## src/rtl/reg_file_2r1w_pkg.sv

```systemverilog
// Shared widths and word/address types for the register file, operand muxes and writeback stage.
package reg_file_2r1w_pkg;

    localparam int REGFILE_DATA_WIDTH = 32;
    localparam int REGFILE_ADDR_WIDTH = 5;
    localparam int REGFILE_DEPTH      = 2 ** REGFILE_ADDR_WIDTH;

    typedef logic [REGFILE_ADDR_WIDTH-1:0] reg_addr_t;
    typedef logic [REGFILE_DATA_WIDTH-1:0] reg_word_t;

endpackage

```

## src/rtl/reg_file_2r1w_if.sv

```systemverilog
// Request/response bundle between the register file (slave) and its requester (master).
interface reg_file_2r1w_if;
    import reg_file_2r1w_pkg::*;

    logic      rd_en_a;
    reg_addr_t rd_addr_a;
    logic      rd_en_b;
    reg_addr_t rd_addr_b;
    logic      wr_en;
    reg_addr_t wr_addr;
    reg_word_t wr_data;
    reg_word_t rd_data_a;
    reg_word_t rd_data_b;
    logic      rd_valid_a;
    logic      rd_valid_b;

    modport master (
        output rd_en_a, rd_addr_a, rd_en_b, rd_addr_b, wr_en, wr_addr, wr_data,
        input  rd_data_a, rd_data_b, rd_valid_a, rd_valid_b
    );

    modport slave (
        input  rd_en_a, rd_addr_a, rd_en_b, rd_addr_b, wr_en, wr_addr, wr_data,
        output rd_data_a, rd_data_b, rd_valid_a, rd_valid_b
    );

endinterface

```

## src/rtl/reg_file_2r1w_read_port.sv

```systemverilog
// One registered read port: output/valid flops, register-0 force and optional write bypass.
// Write-first forwarding is enabled by defining REGFILE_BYPASS_EN.
module regfile_read_port
    import reg_file_2r1w_pkg::*;
(
    input  logic      clk,
    input  logic      rst_n,
    input  logic      rd_en_i,
    input  reg_addr_t rd_addr_i,
    input  reg_word_t mem_word_i,
    input  logic      wr_en_i,
    input  reg_addr_t wr_addr_i,
    input  reg_word_t wr_data_i,
    output reg_word_t rd_data_o,
    output logic      rd_valid_o
);

    reg_word_t rd_data_q, rd_data_d;
    logic      rd_valid_q, rd_valid_d;

    always_comb begin
        rd_data_d  = rd_data_q;
        rd_valid_d = 1'b0;
        if (rd_en_i) begin
            rd_valid_d = 1'b1;
            if (rd_addr_i == '0) begin
                rd_data_d = '0;
            end
`ifdef REGFILE_BYPASS_EN
            else if (wr_en_i && (wr_addr_i == rd_addr_i)) begin
                rd_data_d = wr_data_i;
            end
`endif
            else begin
                rd_data_d = mem_word_i;
            end
        end
    end

`ifndef REGFILE_BYPASS_EN
    // Write-side inputs only matter when forwarding is built in.
    logic unused_bypass;
    assign unused_bypass = ^{wr_en_i, wr_addr_i, wr_data_i};
`endif

    always_ff @(posedge clk) begin
        if (!rst_n) begin
            rd_data_q  <= '0;
            rd_valid_q <= 1'b0;
        end else begin
            rd_data_q  <= rd_data_d;
            rd_valid_q <= rd_valid_d;
        end
    end

    assign rd_data_o  = rd_data_q;
    assign rd_valid_o = rd_valid_q;

endmodule

```

## src/rtl/reg_file_2r1w.sv

```systemverilog
// 32x32 two-read/one-write register file with hardwired-zero r0 and registered reads.
// Same-edge read of the written address returns new data when REGFILE_BYPASS_EN is defined.
module reg_file_2r1w
    import reg_file_2r1w_pkg::*;
(
    input  logic              clk,
    input  logic              rst_n,
    reg_file_2r1w_if.slave    rf
);

    reg_word_t mem_q [REGFILE_DEPTH];

    // Entry 0 is never written, so it stays at its reset value of zero.
    always_ff @(posedge clk) begin
        if (!rst_n) begin
            for (int i = 0; i < REGFILE_DEPTH; i++) begin
                mem_q[i] <= '0;
            end
        end else if (rf.wr_en && (rf.wr_addr != '0)) begin
            mem_q[rf.wr_addr] <= rf.wr_data;
        end
    end

    regfile_read_port u_port_a (
        .clk        (clk),
        .rst_n      (rst_n),
        .rd_en_i    (rf.rd_en_a),
        .rd_addr_i  (rf.rd_addr_a),
        .mem_word_i (mem_q[rf.rd_addr_a]),
        .wr_en_i    (rf.wr_en),
        .wr_addr_i  (rf.wr_addr),
        .wr_data_i  (rf.wr_data),
        .rd_data_o  (rf.rd_data_a),
        .rd_valid_o (rf.rd_valid_a)
    );

    regfile_read_port u_port_b (
        .clk        (clk),
        .rst_n      (rst_n),
        .rd_en_i    (rf.rd_en_b),
        .rd_addr_i  (rf.rd_addr_b),
        .mem_word_i (mem_q[rf.rd_addr_b]),
        .wr_en_i    (rf.wr_en),
        .wr_addr_i  (rf.wr_addr),
        .wr_data_i  (rf.wr_data),
        .rd_data_o  (rf.rd_data_b),
        .rd_valid_o (rf.rd_valid_b)
    );

endmodule

```

## src/flat_wrapper.sv

```systemverilog
// flat-port wrapper written by rule: the top's interface ports become plain ports
module reg_file_2r1w_flat import reg_file_2r1w_pkg::*;
  (clk, rst_n, rf_rd_en_a, rf_rd_addr_a, rf_rd_en_b, rf_rd_addr_b, rf_wr_en, rf_wr_addr, rf_wr_data, rf_rd_data_a, rf_rd_data_b, rf_rd_valid_a, rf_rd_valid_b);
  reg_file_2r1w_if rf_i ();
  input  logic clk;
  input  logic rst_n;
  input wire logic [$bits(rf_i.rd_en_a)-1:0] rf_rd_en_a;
  input wire logic [$bits(rf_i.rd_addr_a)-1:0] rf_rd_addr_a;
  input wire logic [$bits(rf_i.rd_en_b)-1:0] rf_rd_en_b;
  input wire logic [$bits(rf_i.rd_addr_b)-1:0] rf_rd_addr_b;
  input wire logic [$bits(rf_i.wr_en)-1:0] rf_wr_en;
  input wire logic [$bits(rf_i.wr_addr)-1:0] rf_wr_addr;
  input wire logic [$bits(rf_i.wr_data)-1:0] rf_wr_data;
  output wire logic [$bits(rf_i.rd_data_a)-1:0] rf_rd_data_a;
  output wire logic [$bits(rf_i.rd_data_b)-1:0] rf_rd_data_b;
  output wire logic [$bits(rf_i.rd_valid_a)-1:0] rf_rd_valid_a;
  output wire logic [$bits(rf_i.rd_valid_b)-1:0] rf_rd_valid_b;
  assign rf_i.rd_en_a = rf_rd_en_a;
  assign rf_i.rd_addr_a = rf_rd_addr_a;
  assign rf_i.rd_en_b = rf_rd_en_b;
  assign rf_i.rd_addr_b = rf_rd_addr_b;
  assign rf_i.wr_en = rf_wr_en;
  assign rf_i.wr_addr = rf_wr_addr;
  assign rf_i.wr_data = rf_wr_data;
  assign rf_rd_data_a = rf_i.rd_data_a;
  assign rf_rd_data_b = rf_i.rd_data_b;
  assign rf_rd_valid_a = rf_i.rd_valid_a;
  assign rf_rd_valid_b = rf_i.rd_valid_b;
  reg_file_2r1w u_core (.clk(clk), .rst_n(rst_n), .rf(rf_i));
endmodule
```

## config.mk

```make
export PLATFORM = sky130hd
export DESIGN_NAME = reg_file_2r1w_flat
export DESIGN_NICKNAME = d
export VERILOG_FILES = /design/src/rtl/reg_file_2r1w_pkg.sv /design/src/rtl/reg_file_2r1w_if.sv /design/src/rtl/reg_file_2r1w_read_port.sv /design/src/rtl/reg_file_2r1w.sv /design/src/flat_wrapper.sv
export SDC_FILE = /design/constraint.sdc
export NUM_CORES = 2
export LEC_CHECK = 0
export CORE_MARGIN = 1
export CORE_UTILIZATION = 60
export CTS_CLUSTER_DIAMETER = 150
export DETAILED_ROUTE_END_ITERATION = 10
export PLACE_DENSITY_LB_ADDON = 0.1
export SLEW_MARGIN = 5
export SYNTH_ARGS = -nofsm -noshare
export SYNTH_HDL_FRONTEND = slang
export SYNTH_SLANG_ARGS = --single-unit
export TNS_END_PERCENT = 5
```

## constraint.sdc

```tcl
create_clock -name clk -period 6.13 [get_ports clk]
set_clock_uncertainty 0.1 [all_clocks]
set_input_delay 1.5325 -clock clk [delete_from_list [all_inputs] [get_ports clk]]
set_output_delay 1.5325 -clock clk [all_outputs]
set_load 0.01 [all_outputs]
```

; Yosys cells after proc, flatten, opt, wreduce, memory -nomap -nowiden
; Memory sizes are Yosys's and may differ from the RTL's.
; Cells that the tools add are included.
[totals]
register_bits = 66
latch_bits = 0
rom_bits = 0
in_bits = 52
n_memories = 1
ram_bits = 1024
output_inout_bits = 66
wordCells = 21
[memory_table]
columns = memory, words, width, read_ports, rd_clocked_by_memory_dff, write_ports, line
row1 = u_core.mem_q, 32, 32, 2, 0, 32, reg_file_2r1w.sv:11  ; reg_word_t mem_q [REGFILE_DEPTH];
[op_classes]
muxes = 11
eq_ne = 0
shift = 0
mul = 0
order_cmp = 0
bitwise = 0
n_addsub = 0
n_reduce_logical = 5
n_div = 0
[ops]
columns = operator, n
row1 = $mux W32, 3
row2 = $reduce_or A32 Y1, 1
row3 = $logic_not A5 Y1, 2
row4 = $mux W1, 7
row5 = $mux W5, 1
row6 = $reduce_bool A5 Y1, 1
row7 = $logic_and A1 B1 Y1, 1

; Depth between registers and ports, before layout
[depth]
depth_word = 7
ltp_mapped = 8
depth_no_buf = 4

; Cells and area by module
; From an unflattened synthesis, not the netlist that was laid out.
[unflattened]
cells_unflattened = 4907
area_unflattened_um2 = 58391.0
[modules_own_cells]
columns = mod, area_each_um2, instances, cells_each, seq_area_each_um2
row1 = reg_file_2r1w, 55715.9, 1, 4609, 30749.5
row2 = regfile_read_port, 1337.5, 2, 149, 660.6

; Worst setup path before layout
; No wires, ideal clock.
[synth_timing]
path_type = input -> register
from = in rst_n
to = mem u_core.mem_q[24][0] in the netlist's numbering (enable)
slack_ns = 0.967
n_path_buf = 2
required_time_ns = 5.564
cell_stages = 5
setup_ns = 0.466
arrival_ns = 4.597
cell_sequence = buf_2 -> nand2_1 -> or3_1 -> clkbuf_1 -> o21ai_0
[synth_lines]
columns = item, line
row1 = from (decl), flat_wrapper.sv:6  ; input logic rst_n;
row2 = to (decl), reg_file_2r1w.sv:11

==> results.yml <==
global_routing:
  antenna_found_initial: 2
  grt_pass1_vias: 37723
  grt_util_all_layers: 0.399
  grt_pass1_wl_um: 272000
  grt_max_degree: 84
  overflow: 0
cts:
  cts_root_buffer: "clkbuf_16"
  clock_sinks: 1090
  cts-buffers-inserted: 113
  post_cts_resize_count: 0
  clk_pin_slew_ns: 0.06
  cts_max_level: 3
  clk_path_buf_depth: 3
  clk_latency_ns: 0.72
  tritoncts: "done"
  cts_setup_buffers: 0
  postCtsHoldBufs: 0
critical_path:
  worstSetupEndpointType: "register"
  path_cells: "buf_4 > buf_4 > nand4b_1 > buf_4 > o21ai_4 > buf_4"
  crit_type: "in -> reg"
  cp_slowest_cell: "o21ai_4"
  critPathBufInv: 4
  reg2reg_slack_ns: 3.60
  reg2regPathDepth: 4
  path_common_cell: "buf_4"
  crit_arrival_ns: 4.53
  cpPeakStageDelay_ns: 0.89
  cp.depth: 6
  critPathMaxFanout: 52
  start_kind: "input port"
  required_ns: 6.43
  cpLargestDelayFamily: "buffers and inverters"
yosys:
  synth_area_leaders: "edfxtp_1 (54%), mux4_2 (14%), and2_1 (11%)"
  avgSynthCellArea_sq_um: 14.2
  syn_inst: 4020
  yosysWarnings: 0
  synth_cell_types: 44
  netlist_area_sq_um: 57200
  ys_top_cells_by_count: "and2_1 (1041), edfxtp_1 (1024), mux2i_1 (379)"
  synth_ff_type: "edfxtp_1"
  synthArstFlopShare: 0
  ys_seq_area_frac: 0.561
  synth_top_area_share: 0.538
  synth_edf_count: 1024
  synth_top_cell_by_area: "edfxtp_1"
  ys_ff_latch: 1090
  yosysMostFrequentCell: "and2_1"
drt:
  routedWlPerCell_um: 36.0
  drc: 0
  dr_total_vias: 37854
  drt-total-wl_um: 193000
  drt-initial-drc-count: 5466
  viasPerCell: 7.06
  first_pass_iters: 6
  final_antenna_net_count: 0
power_and_ir_drop:
  powerDensity_nw_per_um2: 283
  p_sw_w: 0.00450
  clockPowerShare: 0.393
  p_leak_nw: 22.4
  p_comb_frac: 0.116
  vdd_ir_drop_max_v: 0.000239
  swShare: 0.249
  seqPwrFrac: 0.490
  p_int_w: 0.0136
worst_hold_path:
  hold_class: "reg -> reg"
  hold_depth: 2
timing:
  finalSetupViolations: 0
  max_slew.worst_pin.slew_ns: 1.38
  rsz0062_at_grt: "no"
  fin_crit_sh: 0.690
  setup_tns_ns: 0
  final-hold-violation-count: 0
  setup_ws_ns: 1.90
  slew_viol_final: 0
  finalCriticalPeriod_ns: 4.23
  slew-limit-headroom: 0.0759
  max_freq_ghz: 0.236
  hold_ws_ns: 0.559
floorplanning:
  initial_utilization: 0.609
  dieArea_sq_um: 96500
  fp-row-count: 112
  die_w_um: 311
  ios: 118
  core_area_sq_um: 93900
  die_y_um: 311
layout:
  drive_gt1_frac: 0.200
  fillCellCount: 6558
  areaGrowthSynthToFinish_pct: 11.6
  fin_area_sq_um: 63800
  stdcell_count: 5363
  multi_input_area_sq_um: 24000
  regArea_sq_um: 32100
  final_nets: 4061
place:
  dpl_worst_slack_ns: 1.22
  placedCellCount: 5148
  port_buffers: 117
  place_congestion: 0.984
  hpwlAfterDp_um: 127000
  postPlaceCellArea_sq_um: 60000
job:
  cap_violations: 0
run_status:
  outcome: "completed"
==> metal layers <==
layer	vias to the layer above	track usage	share of wire
li1	15315	-	-
met1	19361	0.509	0.35
met2	2625	0.623	0.47
met3	551	0.0609	0.093
met4	2	0.299	0.087
met5	-	0	0.000083
==> metrics by stage <==
step           utilization  total power (W)
6_report             0.680           0.0181
5_1_grt              0.680           0.0184
4_1_cts              0.680           0.0180
3_5_place_dp         0.640           0.0110
3_3_place_gp         0.639           0.0110
2_1_floorplan            -           0.0101
==> state kept, by name, summed over array words and instances (netlist names) <==
register / flops
u_core.u_port_a.rd_valid_o: 1
u_core.mem_q: 1024
u_core.u_port_a.rd_data_o: 32
u_core.u_port_b.rd_data_o: 32
u_core.u_port_b.rd_valid_o: 1
==> layout by cell type, fill, tap and decap left out, types with 47 or more instances in the layout <==
cell	synthesis	routed
dfxtp_1	66	66
clkdlybuf4s50_1	0	106
mux4_2	352	352
edfxtp_1	1024	1024
buf_4	8	145
and2_1	1041	1040
a2111oi_0	49	47
a22oi_1	128	128
mux2i_1	379	379
nor2b_1	89	83
clkbuf_16	0	117
==> power groups by stage <==
| stage | combinational (W) | clock, W | sequential, W |
|---|---|---|---|
| final | 0.00210 | 0.00710 | 0.00885 |
| after global routing | 0.00215 | 0.00740 | 0.00888 |
| after CTS | 0.00206 | 0.00712 | 0.00883 |
| after detailed placement | 0.00205 | 0 | 0.00899 |
| after global placement | 0.00202 | 0 | 0.00895 |
| after floorplan | 0.00121 | 0 | 0.00889 |
==> tightest hold or removal path, stage by stage, from the launching register on <==
cell	delay (ns)
dfxtp_1	0.41
a221oi_1	0.13
o311ai_0	0.08
==> cell families after synthesis <==
logic type,count (synthesis),synth area share
other,1,0.0000656
multiplexers,756,0.210
AO/OA/AOI/OAI,451,0.0581
flip-flops,1090,0.561
AND/OR/NAND/NOR,1294,0.140
buffers and inverters,428,0.0309
==> final timing paths <==
kind,startpoint,endpoint
hold / removal,u_core.u_port_a.rd_data_o[5],u_core.u_port_a.rd_data_o[5]
setup / recovery,rst_n,u_core.mem_q[6][29]
hold reg to reg,u_core.u_port_a.rd_data_o[5],u_core.u_port_a.rd_data_o[5]
setup reg to reg,u_core.mem_q[18][10],u_core.u_port_a.rd_data_o[10]
==> final cells by class <==
cell class,instances,share of cell area
flip-flops and latches,1090,0.502
multi-input cells,2533,0.375
inverters,1,0.0000588
well taps,1254,0.0246
clock inverters,57,0.00949
clock buffers,153,0.0497
repair buffers,270,0.0383
diodes,5,0.000196
Note: power is estimated with default switching activity, not from simulation.
